[config.mk]
export PLATFORM = sky130hd
export DESIGN_NAME = pdm_deserializer
export DESIGN_NICKNAME = d
export VERILOG_FILES = /design/src/rtl/pdm_deserializer.sv
export SDC_FILE = /design/constraint.sdc
export NUM_CORES = 1
export LEC_CHECK = 0
export CELL_PAD_IN_SITES_DETAIL_PLACEMENT = 1
export CELL_PAD_IN_SITES_GLOBAL_PLACEMENT = 1
export CORE_MARGIN = 2
export CORE_UTILIZATION = 44
export CTS_CLUSTER_DIAMETER = 200
export DETAILED_ROUTE_END_ITERATION = 6
export PLACE_DENSITY = 0.77
export SLEW_MARGIN = 40
export SYNTH_ARGS = -nofsm -noshare
export SYNTH_HDL_FRONTEND = slang
export SYNTH_SLANG_ARGS = --single-unit
export TNS_END_PERCENT = 30
[constraint.sdc]
create_clock -name clock -period 2.3 [get_ports clock]
set_input_delay 0.23 -clock clock [delete_from_list [all_inputs] [get_ports clock]]
set_output_delay 0.23 -clock clock [all_outputs]
set_load 0.01 [all_outputs]
[src/rtl/pdm_deserializer.sv]
// PDM microphone front end: divides the system clock into pdm_clk and packs the 1-bit stream into WIDTH-bit words.
// Define PDM_DESERIALIZER_SYNC_EN to put a 2-flop synchronizer ahead of the pdm_data sample register.
module pdm_deserializer #(
    parameter int WIDTH        = 16,
    parameter int CLOCK_DIVIDE = 10,
    parameter int CHANNEL      = 1
) (
    input  logic             clock,
    input  logic             reset,
    input  logic             enable,
    output logic             done,
    output logic [WIDTH-1:0] data,
    output logic             pdm_clk,
    input  logic             pdm_data,
    output logic             pdm_lr
);

    localparam int DIV_W = $clog2(CLOCK_DIVIDE);
    localparam int CNT_W = $clog2(WIDTH);
    localparam logic CAPTURE_LEVEL = (CHANNEL != 0);

    logic [DIV_W-1:0] div_cnt_q, div_cnt_d;
    logic [CNT_W-1:0] bit_cnt_q, bit_cnt_d;
    logic [WIDTH-2:0] shift_q, shift_d;
    logic [WIDTH-1:0] data_q, data_d;
    logic             pdm_clk_q, pdm_clk_d;
    logic             done_q, done_d;
    logic             sample_q;
    logic             toggle;
    logic             capture;

    assign pdm_lr  = CAPTURE_LEVEL;
    assign pdm_clk = pdm_clk_q;
    assign done    = done_q;
    assign data    = data_q;

`ifdef PDM_DESERIALIZER_SYNC_EN
    logic sync1_q, sync2_q;

    always_ff @(posedge clock or posedge reset) begin
        if (reset) begin
            sync1_q  <= 1'b0;
            sync2_q  <= 1'b0;
            sample_q <= 1'b0;
        end else begin
            sync1_q  <= pdm_data;
            sync2_q  <= sync1_q;
            sample_q <= sync2_q;
        end
    end
`else
    always_ff @(posedge clock or posedge reset) begin
        if (reset) begin
            sample_q <= 1'b0;
        end else begin
            sample_q <= pdm_data;
        end
    end
`endif

    always_comb begin
        div_cnt_d = div_cnt_q;
        bit_cnt_d = bit_cnt_q;
        shift_d   = shift_q;
        data_d    = data_q;
        pdm_clk_d = pdm_clk_q;
        done_d    = 1'b0;
        toggle    = 1'b0;
        capture   = 1'b0;
        if (!enable) begin
            // Idle discards any partial word but keeps the last completed one.
            div_cnt_d = '0;
            bit_cnt_d = '0;
            shift_d   = '0;
            pdm_clk_d = 1'b0;
        end else begin
            toggle    = (div_cnt_q == DIV_W'(CLOCK_DIVIDE - 1));
            div_cnt_d = toggle ? '0 : div_cnt_q + 1'b1;
            if (toggle) begin
                pdm_clk_d = ~pdm_clk_q;
            end
            // Capture on the toggle that leaves the level the selected channel samples at.
            capture = toggle && (pdm_clk_q == CAPTURE_LEVEL);
            if (capture) begin
                if (bit_cnt_q == CNT_W'(WIDTH - 1)) begin
                    data_d    = {shift_q, sample_q};
                    done_d    = 1'b1;
                    bit_cnt_d = '0;
                    shift_d   = '0;
                end else begin
                    shift_d    = shift_q << 1;
                    shift_d[0] = sample_q;
                    bit_cnt_d  = bit_cnt_q + 1'b1;
                end
            end
        end
    end

    always_ff @(posedge clock or posedge reset) begin
        if (reset) begin
            div_cnt_q <= '0;
            bit_cnt_q <= '0;
            shift_q   <= '0;
            data_q    <= '0;
            pdm_clk_q <= 1'b0;
            done_q    <= 1'b0;
        end else begin
            div_cnt_q <= div_cnt_d;
            bit_cnt_q <= bit_cnt_d;
            shift_q   <= shift_d;
            data_q    <= data_d;
            pdm_clk_q <= pdm_clk_d;
            done_q    <= done_d;
        end
    end

endmodule

## After elaboration in Yosys (flattened, before gate mapping)

Cells that the tools add are included.

- Bitwise gates (word level): 1
- Add/sub/neg operators: 2
- Reductions and logical operators: 2
- Equal/unequal tests: 4
- Mux-type cells: 13

Operators with widths:

| cell | number |
|---|---|
| 15-bit two-way mux | 3 |
| 4-bit two-way mux | 5 |
| 4-bit by 1-bit adder with 4-bit output (second input constant) | 2 |
| 4-bit == test (second input constant) | 2 |
| 1-bit two-way mux | 5 |
| 2-bit by 1-bit != test with 1-bit output (second input constant) | 2 |
| 3-bit AND reduction | 1 |
| 1-bit logical AND | 1 |
| 1-bit inverter | 1 |

- Bits of input ports: 4
- Flip-flop bits (word level): 42
- Word-level logic and storage cells: 29

## Depth between registers and ports, before layout

- Word-level depth: 4
- Gate-level depth with buffers: 7
- Depth with buffers taken out: 5

## Least setup slack after synthesis

No wires, ideal clock.

- Kind: register to register
- Start: reg div_cnt_q[1]
- End: reg data_q[0] (netlist: data[0])
- Stages on the path, launching flop included: 8
- Library setup time: 0.125 ns
- Clock period less this slack: 1.821 ns
- Buffers on the path: 2
- Data required time: 2.175 ns
- Data arrival time: 1.696 ns
- Path slack: 0.479 ns
- Cells stage by stage: dfrtp_1 > inv_1 > ha_1 > nand4b_2 > or3_1 > buf_6 > buf_12 > mux2_4

- Cells in the longest elaborated chain, start to end: 3

RTL lines:

| item | line | source |
|---|---|---|
| start, declared | 22 | `logic [DIV_W-1:0] div_cnt_q, div_cnt_d;` |
| start signal, assigned | 108 | `div_cnt_q <= div_cnt_d;` |
| 4-bit == test | 77 | `toggle = (div_cnt_q == DIV_W'(CLOCK_DIVIDE - 1));` |
| 1-bit logical AND | 83 | `capture = toggle && (pdm_clk_q == CAPTURE_LEVEL);` |
| 3-bit AND reduction (no line) | - |  |
| end signal, assigned | 111 | `data_q <= data_d;` |
| end, declared | 25 | `logic [WIDTH-1:0] data_q, data_d;` |

No other way between the ends.
A chain may end at the register's enable or synchronous reset.

## Worst setup path after layout

- Start: reg div_cnt_q[1]
- End: reg data_q[1] (netlist: data[1])

Same word-level chain as after synthesis.

==> impl_metrics.json <==
{
  "crit_slowest_cell": "dfrtp_1",
  "worstSkewPairLatency_ns": 0.29,
  "multi_input_area_um2": 593,
  "drive_gt1_share_pct": 22.4,
  "cts_tree": "built",
  "reg2regPathDepth": 6,
  "synth.avg_cell_area_um2": 14.3,
  "row_count": 22,
  "core-area_mm2": 0.00372,
  "vias": 1050,
  "irDropWorstVdd_v": 0.000298,
  "cts_setup_buffers": 0,
  "fillers": 392,
  "routedWlPerCell_um": 15.9,
  "wl_mm": 3.09,
  "ys_ff_latch": 42,
  "worstPathMaxFanout": 17,
  "synth_edf_count": 0,
  "drt_iter0_drc": 47,
  "crit_path_end_kind": "flip-flop",
  "clock_skew_ns": 0.00351,
  "finalHoldViolations": 0,
  "relSlewSlack_pct": 66.3,
  "numCtsBuffers": 5,
  "clkTransAtPathRegs_ns": 0.07,
  "crit_path_start_kind": "flip-flop",
  "yosys_most_used_dff": "dfrtp_1",
  "dieWidth_um": 66.4,
  "cts_root_buffer": "clkbuf_8",
  "finalSetupViolations": 0,
  "drc": 0,
  "grt_pass1_wl_mm": 5.37,
  "nNetsFinal": 154,
  "crit_path_end": "data[1]",
  "crit_path_max_incr_delay_ns": 0.41,
  "vias_per_cell": 5.38,
  "yosysWarnings": 0,
  "drv_slew": 0,
  "synthCells": 120,
  "outcome": "finished, final reports clean",
  "ctsResizeCount": 0,
  "netlist_area_mm2": 0.00172,
  "postRouteAntennaNets": 0,
  "synthToLayoutAreaGrowth_pct": 21.4,
  "num_io_pins": 23,
  "seq_area_frac_synth_pct": 61.3,
  "numPortBuffers": 21,
  "timing.fmax_ghz": 0.518,
  "layout_commonest_cell": "dfrtp_1",
  "min_path_type": "primary input to async pin",
  "syn_nets": 127,
  "final_cell_mix": "dfrtp_1 (42), clkdlybuf4s50_1 (21), a22o_1 (16)",
  "grt_use_total_pct": 16.8,
  "antenna_found_initial": 0,
  "critPathArrivalTime_ns": 2.11,
  "drt_pre_antenna_iters": 3,
  "crit_type": "flip-flop to flip-flop",
  "gp_congestion": 0.696,
  "fin_crit_sh_pct": 83.9,
  "setup_tns_ns": 0,
  "start_util_pct": 46.2,
  "ys_types": 30,
  "regToRegSetupSlack_ns": 0.37,
  "dp_hpwl_mm": 2.11,
  "grt_overflow": 0,
  "power_leakage_nw": 1.04,
  "clock_path_buffers": 2,
  "max-cap-violations": 0,
  "worstSetupStartpoint": "div_cnt_q[1]",
  "worst_pin_slew_ns": 0.505,
  "regToRegEndpoint": "data[1]",
  "die_h_um": 66.4,
  "cp_cell_sequence": "inv_1, ha_1, nand4b_2, or3_1, buf_4, mux2_4",
  "hold_buffers": 0,
  "grt_pass1_vias": 1055,
  "async_flop_share_pct": 100,
  "die_area_mm2": 0.00441,
  "rsz0062_at_grt": "false",
  "p_per_area_mw_per_mm2": 662,
  "worstPathRequired_ns": 2.48,
  "whs_ns": 0.363,
  "grt_start_max_net_pins": 43,
  "min_period_ns": 1.93,
  "dp_cells": 188,
  "clkSinkCount": 42,
  "htree_levels": 2,
  "regArea_mm2": 0.00105,
  "r2r-start": "div_cnt_q[1]",
  "fin_cells": 195,
  "num_antenna_cells": 0
}
[sequential cells by signal (all words and copies together), names as in the netlist]
register / flops
bit_cnt_q: 4
data: 16
done: 1
div_cnt_q: 4
pdm_clk: 1
sample_q: 1
shift_q: 15
[per-stage QoR]
stage          util (%)  setup WS (ns)  cell area, µm²  power, mW
2_1_floorplan         -          0.479            1720      0.791
3_3_place_gp       53.0          0.456            1970      0.806
3_5_place_dp       53.0          0.383            1970      0.809
4_1_cts            56.1          0.360            2080       1.39
5_1_grt            56.1          0.273            2080       1.43
6_report           56.1          0.369            2080       1.38
[critical path: cells and delay by family, from the launching register on]
kind | cells | cell delay (ns)
buffers and inverters | 2 | 0.30
DFF | 1 | 0.41
muxes | 1 | 0.32
adders and majority gates | 1 | 0.23
and+or+nand+nor | 2 | 0.55
[logic make-up (layout without fill, tap and decap cells)]
logic type | count (synthesis) | in the layout | share of synthesized area (%)
AND/OR/NAND/NOR | 19 | 19 | 6.86
adder cells (fa/ha/maj) | 3 | 3 | 2.19
XOR/XNOR | 1 | 1 | 0.511
AO/OA/AOI/OAI | 25 | 25 | 11.1
flip-flops | 42 | 42 | 61.3
buffers and inverters | 11 | 38 | 4.16
multiplexers | 18 | 18 | 13.7
other | 1 | 1 | 0.219
[routing by layer]
metal	part of all wire [%]	vias up	track usage (%)
met5	0	-	0
met4	2.3	0	8.42
met3	3.2	6	4.09
met2	49	18	25.8
met1	46	545	22.2
li1	-	481	-
[synthesized netlist by cell type, drive strengths merged (2+ instances only)]
library cell	n	area, µm²
nor2	6	22.5
nand2	3	11.3
or3	2	12.5
buf	6	52.6
a21oi	5	25.0
a22o	16	140
inv	4	15.0
mux2	17	225
o21ai	2	10.0
dfrtp	42	1050
ha	3	37.5
[power breakdown]
part / internal [mW] / switching (mW)
Clock: 0.347 / 0.240
Sequential: 0.743 / 0.00566
Combinational: 0.0149 / 0.0290
[layout make-up]
type / instances / share of cell area (%)
Sequential cell: 42 / 50.5
Multi-Input combinational cell: 67 / 28.5
Inverter: 5 / 0.901
Tap cell: 48 / 2.88
Clock buffer: 6 / 3.96
Clock inverter: 1 / 1.44
Timing Repair Buffer: 26 / 11.9
[worst min-delay path by stage]
stage	cells after the start	end	slack, ns	start
2_1_floorplan	0	sample_q	0.26	pdm_data
3_3_place_gp	1	shift_q[0]	0.48	sample_q
3_5_place_dp	1	shift_q[0]	0.49	sample_q
4_1_cts	3	div_cnt_q[3]	0.38	reset
5_1_grt	1	sample_q	0.38	pdm_data
6_report	3	data[0]	0.36	reset
No activity file was read; power rests on OpenSTA's default activity.
